==> config.mk <==
export PLATFORM = sky130hd
export DESIGN_NAME = d_mem_access_unit_flat
export DESIGN_NICKNAME = d
export VERILOG_FILES = /design/src/rtl/d_mem_access_unit_pkg.sv /design/src/rtl/d_mem_access_unit_if.sv /design/src/rtl/d_mem_access_unit.sv /design/src/flat_wrapper.sv
export SDC_FILE = /design/constraint.sdc
export NUM_CORES = 1
export LEC_CHECK = 0
export CAP_MARGIN = 20
export CORE_MARGIN = 8
export CORE_UTILIZATION = 39
export CTS_BUF_LIST = sky130_fd_sc_hd__clkbuf_4 sky130_fd_sc_hd__clkbuf_8
export CTS_CLUSTER_DIAMETER = 200
export DETAILED_ROUTE_END_ITERATION = 16
export PLACE_DENSITY = 0.83
export REMOVE_ABC_BUFFERS = 1
export SYNTH_ARGS = -nofsm -noshare
export SYNTH_HDL_FRONTEND = slang
export SYNTH_SLANG_ARGS = --single-unit
export TNS_END_PERCENT = 10
==> constraint.sdc <==
create_clock -name clk -period 2.15 [get_ports clk]
set_clock_uncertainty 0.05 [all_clocks]
set_input_delay 0.645 -clock clk [delete_from_list [all_inputs] [get_ports clk]]
set_output_delay 0.645 -clock clk [all_outputs]
set_load 0.01 [all_outputs]
==> src/rtl/d_mem_access_unit_pkg.sv <==
// Shared types and widths for the uncached MEM-stage data access unit.
package d_mem_access_unit_pkg;

  localparam int unsigned ADDR_WIDTH = 26;
  localparam int unsigned DATA_WIDTH = 32;

  typedef enum logic {
    READ  = 1'b0,
    WRITE = 1'b1
  } mem_action_t;

  typedef enum logic [2:0] {
    IDLE,
    REQ,
    WAIT,
    DRAIN,
    DONE
  } d_mem_state_t;

endpackage

==> src/rtl/d_mem_access_unit_if.sv <==
// Pipeline-side request/completion signals and the ready/valid memory port.
interface d_mem_access_unit_if;
  import d_mem_access_unit_pkg::*;

  logic                  i_valid;
  mem_action_t           i_mem_action;
  logic [ADDR_WIDTH-1:0] i_addr;
  logic [DATA_WIDTH-1:0] i_data;
  logic                  i_advance;
  logic                  i_flush;
  logic                  o_valid;
  logic [DATA_WIDTH-1:0] o_data;
  logic                  o_busy;

  logic                  mem_req_valid;
  logic                  mem_req_ready;
  logic                  mem_req_write;
  logic [ADDR_WIDTH-1:0] mem_req_addr;
  logic [DATA_WIDTH-1:0] mem_req_data;
  logic                  mem_resp_valid;
  logic [DATA_WIDTH-1:0] mem_resp_data;

  modport master (
    input  i_valid, i_mem_action, i_addr, i_data, i_advance, i_flush,
    input  mem_req_ready, mem_resp_valid, mem_resp_data,
    output o_valid, o_data, o_busy,
    output mem_req_valid, mem_req_write, mem_req_addr, mem_req_data
  );

  modport slave (
    output i_valid, i_mem_action, i_addr, i_data, i_advance, i_flush,
    output mem_req_ready, mem_resp_valid, mem_resp_data,
    input  o_valid, o_data, o_busy,
    input  mem_req_valid, mem_req_write, mem_req_addr, mem_req_data
  );

endinterface

==> src/rtl/d_mem_access_unit.sv <==
// Single-outstanding uncached data access unit: captures one MEM request, issues it on
// the memory port and reports completion; flushed reads drain their response.
module d_mem_access_unit
  import d_mem_access_unit_pkg::*;
(
  input  logic                clk,
  input  logic                rst,
  d_mem_access_unit_if.master bus
);

  d_mem_state_t          state_q, state_d;
  mem_action_t           action_q, action_d;
  logic [ADDR_WIDTH-1:0] addr_q, addr_d;
  logic [DATA_WIDTH-1:0] wdata_q, wdata_d;
  logic [DATA_WIDTH-1:0] rdata_q, rdata_d;

  always_comb begin
    state_d  = state_q;
    action_d = action_q;
    addr_d   = addr_q;
    wdata_d  = wdata_q;
    rdata_d  = rdata_q;

    unique case (state_q)
      IDLE: begin
        if (bus.i_valid && !bus.i_flush) begin
          state_d  = REQ;
          action_d = bus.i_mem_action;
          addr_d   = bus.i_addr;
          wdata_d  = bus.i_data;
        end
      end
      REQ: begin
        // An accepted read still owes a response, so a flush must drain it.
        if (bus.i_flush) begin
          state_d = (bus.mem_req_ready && action_q == READ) ? DRAIN : IDLE;
        end else if (bus.mem_req_ready) begin
          state_d = (action_q == WRITE) ? DONE : WAIT;
        end
      end
      WAIT: begin
        if (bus.i_flush) begin
          state_d = bus.mem_resp_valid ? IDLE : DRAIN;
        end else if (bus.mem_resp_valid) begin
          rdata_d = bus.mem_resp_data;
          state_d = DONE;
        end
      end
      DRAIN: begin
        if (bus.mem_resp_valid) state_d = IDLE;
      end
      DONE: begin
        if (bus.i_flush || bus.i_advance) state_d = IDLE;
      end
      default: state_d = IDLE;
    endcase

    bus.o_valid       = (state_q == DONE);
    bus.o_data        = rdata_q;
    bus.o_busy        = (state_q != IDLE);
    bus.mem_req_valid = (state_q == REQ);
    bus.mem_req_write = (action_q == WRITE);
    bus.mem_req_addr  = addr_q;
    bus.mem_req_data  = wdata_q;
  end

  always_ff @(posedge clk) begin
    if (rst) begin
      state_q  <= IDLE;
      action_q <= READ;
      addr_q   <= '0;
      wdata_q  <= '0;
      rdata_q  <= '0;
    end else begin
      state_q  <= state_d;
      action_q <= action_d;
      addr_q   <= addr_d;
      wdata_q  <= wdata_d;
      rdata_q  <= rdata_d;
    end
  end

  // A response is only legal while a read is outstanding.
  resp_in_window: assert property (@(posedge clk) disable iff (rst)
    bus.mem_resp_valid |-> (state_q == WAIT || state_q == DRAIN));

endmodule

==> src/flat_wrapper.sv <==
// flat-port wrapper written by rule: the top's interface ports become plain ports
module d_mem_access_unit_flat import d_mem_access_unit_pkg::*;
  (clk, rst, bus_i_valid, bus_i_mem_action, bus_i_addr, bus_i_data, bus_i_advance, bus_i_flush, bus_mem_req_ready, bus_mem_resp_valid, bus_mem_resp_data, bus_o_valid, bus_o_data, bus_o_busy, bus_mem_req_valid, bus_mem_req_write, bus_mem_req_addr, bus_mem_req_data);
  d_mem_access_unit_if bus_i ();
  input  logic clk;
  input  logic rst;
  input wire logic [$bits(bus_i.i_valid)-1:0] bus_i_valid;
  input wire logic [$bits(bus_i.i_mem_action)-1:0] bus_i_mem_action;
  input wire logic [$bits(bus_i.i_addr)-1:0] bus_i_addr;
  input wire logic [$bits(bus_i.i_data)-1:0] bus_i_data;
  input wire logic [$bits(bus_i.i_advance)-1:0] bus_i_advance;
  input wire logic [$bits(bus_i.i_flush)-1:0] bus_i_flush;
  input wire logic [$bits(bus_i.mem_req_ready)-1:0] bus_mem_req_ready;
  input wire logic [$bits(bus_i.mem_resp_valid)-1:0] bus_mem_resp_valid;
  input wire logic [$bits(bus_i.mem_resp_data)-1:0] bus_mem_resp_data;
  output wire logic [$bits(bus_i.o_valid)-1:0] bus_o_valid;
  output wire logic [$bits(bus_i.o_data)-1:0] bus_o_data;
  output wire logic [$bits(bus_i.o_busy)-1:0] bus_o_busy;
  output wire logic [$bits(bus_i.mem_req_valid)-1:0] bus_mem_req_valid;
  output wire logic [$bits(bus_i.mem_req_write)-1:0] bus_mem_req_write;
  output wire logic [$bits(bus_i.mem_req_addr)-1:0] bus_mem_req_addr;
  output wire logic [$bits(bus_i.mem_req_data)-1:0] bus_mem_req_data;
  assign bus_i.i_valid = bus_i_valid;
  assign bus_i.i_mem_action = bus_i_mem_action;
  assign bus_i.i_addr = bus_i_addr;
  assign bus_i.i_data = bus_i_data;
  assign bus_i.i_advance = bus_i_advance;
  assign bus_i.i_flush = bus_i_flush;
  assign bus_i.mem_req_ready = bus_mem_req_ready;
  assign bus_i.mem_resp_valid = bus_mem_resp_valid;
  assign bus_i.mem_resp_data = bus_mem_resp_data;
  assign bus_o_valid = bus_i.o_valid;
  assign bus_o_data = bus_i.o_data;
  assign bus_o_busy = bus_i.o_busy;
  assign bus_mem_req_valid = bus_i.mem_req_valid;
  assign bus_mem_req_write = bus_i.mem_req_write;
  assign bus_mem_req_addr = bus_i.mem_req_addr;
  assign bus_mem_req_data = bus_i.mem_req_data;
  d_mem_access_unit u_core (.clk(clk), .rst(rst), .bus(bus_i));
endmodule
### Word-level counts from Yosys, hierarchy flattened

Index checks and enable logic that the tools add are counted.

| storage, ports and cells | value |
|---|---|
| register bits after elaboration | 94 |
| input bits | 98 |
| output and inout bits | 94 |
| logic and storage cells | 36 |

| cells by class | value |
|---|---|
| equal/unequal tests | 9 |
| muxes and demuxes | 11 |
| bitwise gates (word level) | 2 |
| reductions and logical operators | 9 |

Operators by type and width:

| kind | count |
|---|---|
| 3-bit 2-to-1 mux | 8 |
| 3-bit case mux with 5 select lines | 1 |
| 3-bit by 2-bit equality test with 1-bit output, second input constant | 2 |
| 3-bit inequality test, second input constant | 2 |
| 5-bit AND reduction | 1 |
| 2-bit 2-to-1 mux | 2 |
| 2-bit by 1-bit inequality test with 1-bit output, second input constant | 2 |
| 3-bit by 1-bit equality test with 1-bit output, second input constant | 1 |
| 3-bit equality test, second input constant | 1 |
| 3-bit logical NOT | 1 |
| 3-bit AND reduction | 1 |
| 3-bit nonzero test | 1 |
| 1-bit logical AND | 2 |
| 2-bit inequality test, second input constant | 1 |
| 1-bit NOT | 2 |
| 2-bit AND reduction | 1 |
| 1-bit logical NOT | 1 |
| 1-bit logical OR | 1 |

### Longest topological paths before layout

| logic depth | value |
|---|---|
| depth after elaboration | 5 |
| depth in mapped cells | 8 |
| gate-level depth less buffers | 4 |

### Least setup slack after synthesis

Ideal clock, no wire load.

| path | value |
|---|---|
| kind | input -> register |
| start point | in bus_i_flush |
| end point | reg u_core.wdata_q[10], in the netlist u_core.bus.mem_req_data[10] |
| library setup time | 0.132 ns |
| arrival time | 1.698 ns |
| required time | 1.968 ns |
| slack | 0.270 ns |
| stages on the path | 8 |
| path buffers | 4 |
| path through | clkbuf_1 -> nand2b_1 -> or2_1 -> clkbuf_1 -> buf_6 -> buf_6 -> nand2_1 -> a21oi_1 |

| on the way | value |
|---|---|
| longest elaborated chain between the ends | 3 |

Ends and longest elaborated chain:

| element | RTL line | text |
|---|---|---|
| start: declaration | flat_wrapper.sv:12 | `input wire logic [$bits(bus_i.i_flush)-1:0] bus_i_flush;` |
| 1-bit logical NOT | d_mem_access_unit.sv:26 | `if (bus.i_valid && !bus.i_flush) begin` |
| 1-bit logical AND | d_mem_access_unit.sv:26 |  |
| 2-bit AND reduction (no source line) | - |  |
| end signal: assignment | d_mem_access_unit.sv:78 | `wdata_q <= wdata_d;` |
| end: declaration | d_mem_access_unit.sv:14 | `logic [DATA_WIDTH-1:0] wdata_q, wdata_d;` |

Every way passes these cells.
A chain may end at the register's enable or synchronous reset.

### Worst setup path in the final report

| path | value |
|---|---|
| start point | reg u_core.state_q[2] |
| end point | out bus_o_busy |

| on the way | value |
|---|---|
| longest elaborated chain between the ends | 1 |

Ends and longest elaborated chain:

| element | RTL line | text |
|---|---|---|
| start: declaration | d_mem_access_unit.sv:11 | `d_mem_state_t state_q, state_d;` |
| start signal: assignment | d_mem_access_unit.sv:75 | `state_q <= state_d;` |
| 3-bit nonzero test | d_mem_access_unit.sv:60 | `bus.o_busy = (state_q != IDLE);` |
| end: declaration | flat_wrapper.sv:18 | `output wire logic [$bits(bus_i.o_busy)-1:0] bus_o_busy;` |

Every way passes these cells.

==> summary.txt <==
Outcome
  • Outcome: completed

Worst setup path
  • CP max stage delay: around 0.41 ns
  • FF-to-FF End: u_core.bus.mem_req_data[5]$_SDFFE_PP0P_
  • Kind of critical path: reg2out
  • R2R Setup Slk: 0.48 ns
  • Delay-heaviest family, CP: simple AND/OR/NAND/NOR gates
  • WP data required: 1.45 ns
  • Critical path endpoint category: output port
  • CP Launch Type: flip-flop
  • Buffers & Inverters on Critical Path: 1
  • Crit-path cells: or3_4, dlygate4sd2_1
  • Peak fanout along the critical path: 4
  • Crit path DAT: 1.41 ns
  • RR Startpoint: u_core.state_q[2]$_SDFFE_PP0P_
  • Worst reg-to-reg path cell count: 5
  • CP max stage cell: or3_4

STA
  • Fmax: 0.475 GHz
  • RSZ-0062 raised after global routing: no
  • Period utilization: 97.8%
  • Worst slew pin tran: 0.514 ns
  • Min Tclk post-route: 2.10 ns
  • Hold_ws: 0.408 ns
  • Endpoints failing setup: 0
  • Endpoints failing hold: 0
  • Pins Over Slew Limit: 0
  • Slew margin rel.: 65.7%

Floorplan
  • Io pins: between 150 and 200
  • Horiz. Die Dim: 109 um
  • Initial Util: between 30% and 40%
  • Row cnt: 34
  • CORE AREA: around 8600 um2
  • Die ar.: 11900 um2
  • Die Ht: 109 um

CTS
  • CTS tree: done
  • Clock Sinks: 94
  • H-tree Lvls: 3
  • Worst-path clk slew: 0.09 ns
  • Maximum clock path buffer count: 2
  • Setup Fix Bufs, Post-CTS: 0
  • Root Buffer: clkbuf_8
  • Clk Latency, worst-skew pair: 0.34 ns
  • Post-CTS Resized: 5
  • CTS buffer count: 9
  • Hold_buf cts: 0

Finish
  • Final instance area: 5630 um2
  • Filler cells: 717
  • Final Non-Filler Cells: 728
  • Fraction of layout cells with a size suffix above 1: ~6.0%
  • Ant diodes: 0
  • Final net count: 713
  • Fin util: about two thirds
  • Area grow syn2layout: 65.8%

Drt
  • Post-DR vias/cell: between 4 and 5
  • Via count: 3544
  • DRT antenna net count: 0
  • DR WL/cell: 15.2 um
  • DR DRC count: 0
  • Pre-Repair DR Iteration Count: 4
  • Iteration-0 DRC count of the detailed router: 101
  • WL final: 11100 um

Placed design
  • Placer's final routability congestion estimate: 0.800
  • DP HPWL: 8430 um
  • Placed instance area: 5440 um2
  • Port Buffer Count: about 190
  • Placed cell count: 712

Synth
  • Ys async rst share: 0%
  • Synthesized instance count: 432
  • Seq/Total Area, Yosys: 55.4%
  • Share of Yosys cell area claimed by the top area cell type: 55.4%
  • Top post-synthesis cells by area: dfxtp_1 (55%), nand2_1 (20%), a21oi_1 (14%)
  • Yosys reg bits: 94
  • Synth warn: 0
  • Syn Area/Cell: 7.86 um2
  • Synth cell types: 24
  • Synth Flop Type: dfxtp_1
  • Post-synth EDFFs: 0
  • Area of the mapped netlist: roughly 3400 um2
  • Synth area leader: dfxtp_1

Global route
  • Grt ovf: 0
  • Initial antenna violation count: 0
  • All-Layer GR Usage: 17.5%
  • Largest net degree at the start of global routing: 51
  • Vias in the first global route: between 3000 and 4000
  • First-pass GRT wire length: 16900 um

Hold path
  • Hold depth: 2
  • Hold endpoint: u_core.bus.mem_req_addr[16]$_SDFFE_PP0P_
  • Hold Crit Start: u_core.bus.mem_req_addr[16]$_SDFFE_PP0P_
  • Worst Hold Class: reg2reg

Power and ir drop
  • Leakage: 0.00197 uW
  • Power Total: 3810 uW
  • Power Dens Cells: ~680 nW/um2
  • Peak supply drop: 0.000439 V

Job
  • Max-cap viol count: 0
==> worst register-to-register path, stage by stage, from the launching register on <==
cell and delay [ns]:
dfxtp_2 0.34, or3_4 0.41, or2_2 0.36, buf_12 0.19, nand2_1 0.11, a21oi_1 0.07
==> synthesized netlist by cell type, drive strengths merged, types with 2 or more instances <==
| cell | number |
|---|---|
| a32oi | 3 |
| or2 | 2 |
| nor3 | 2 |
| nand2b | 5 |
| a21oi | 93 |
| nand2 | 183 |
| dfxtp | 94 |
| buf | 16 |
| a2111oi | 2 |
| nor2 | 6 |
| clkbuf | 17 |
==> placed cells by master (no fill, tap or decap), drive strengths merged, types with 3 or more instances in the layout <==
| cell type | synthesis | layout |
|---|---|---|
| a21oi | 93 | 93 |
| a32oi | 3 | 3 |
| buf | 16 | 15 |
| clkbuf | 17 | 12 |
| clkdlybuf4s50 | 0 | 187 |
| dfxtp | 94 | 94 |
| dlygate4sd2 | 0 | 3 |
| nand2 | 183 | 183 |
| nand2b | 5 | 5 |
| nor2 | 6 | 6 |
==> power by group <==
group          internal (uW)  leakage (uW)  switching [uW]
combinational            455       0.00111             362
sequential              1840      0.000764            57.6
clock                    500     0.0000924             596
total                   2800       0.00197            1020
==> worst max path at each step <==
stage	cells after the start	to	slack, ns	from
3_3_place_gp	6	u_core.bus.mem_req_addr[0]$_SDFFE_PP0P_	-0.08	bus_i_flush
6_report	2	bus_o_busy	0.05	u_core.state_q[2]$_SDFFE_PP0P_
3_5_place_dp	6	u_core.bus.mem_req_data[5]$_SDFFE_PP0P_	-0.14	bus_i_flush
5_1_grt	2	bus_o_busy	0.001	u_core.state_q[2]$_SDFFE_PP0P_
2_1_floorplan	4	u_core.bus.mem_req_addr[0]$_SDFFE_PP0P_	-0.16	bus_i_flush
4_1_cts	2	bus_o_busy	0.02	u_core.state_q[2]$_SDFFE_PP0P_
==> flip-flops by register name (all words and copies together) (netlist names) <==
signal / count
u_core.bus.mem_req_data: 32
u_core.bus.o_data: 32
u_core.bus.mem_req_write: 1
u_core.bus.mem_req_addr: 26
u_core.state_q: 3
==> logic make-up (layout without fill, tap and decap cells) <==
| group | Yosys count | after routing | share of synthesized area (%) |
|---|---|---|---|
| AO/OA/AOI/OAI | 100 | 100 | 15.4 |
| buffers and inverters | 34 | 222 | 5.05 |
| flip-flops | 94 | 94 | 55.4 |
| multiplexers | 1 | 1 | 0.295 |
| AND/OR/NAND/NOR | 203 | 203 | 23.8 |
==> cell type report <==
cell class	instances	area [um2]	area share [%]
timing repair buffer	205	2070	36.8
sequential	94	1880	33.5
multi-input combinational	304	1350	23.9
clock buffer	12	159	2.82
tap	108	135	2.40
clock inverter	4	28.8	0.511
inverter	1	3.75	0.0667
==> per-layer routing <==
layer,share of wire (%),GRT usage [%],vias to the layer above
li1,-,-,1760
met2,49,31.0,143
met3,12,7.97,10
met4,0.78,4.73,0
met5,0,0,-
met1,39,18.5,1631
==> metrics by stage <==
step                      setup TNS, ns  setup slack (ns)
after floorplan                   -9.23            -0.157
after global placement            -3.69           -0.0794
after detailed placement          -6.21            -0.139
after CTS                             0            0.0194
after global routing                  0           0.00140
final                                 0            0.0466
Note: power is estimated with default switching activity, not from simulation.
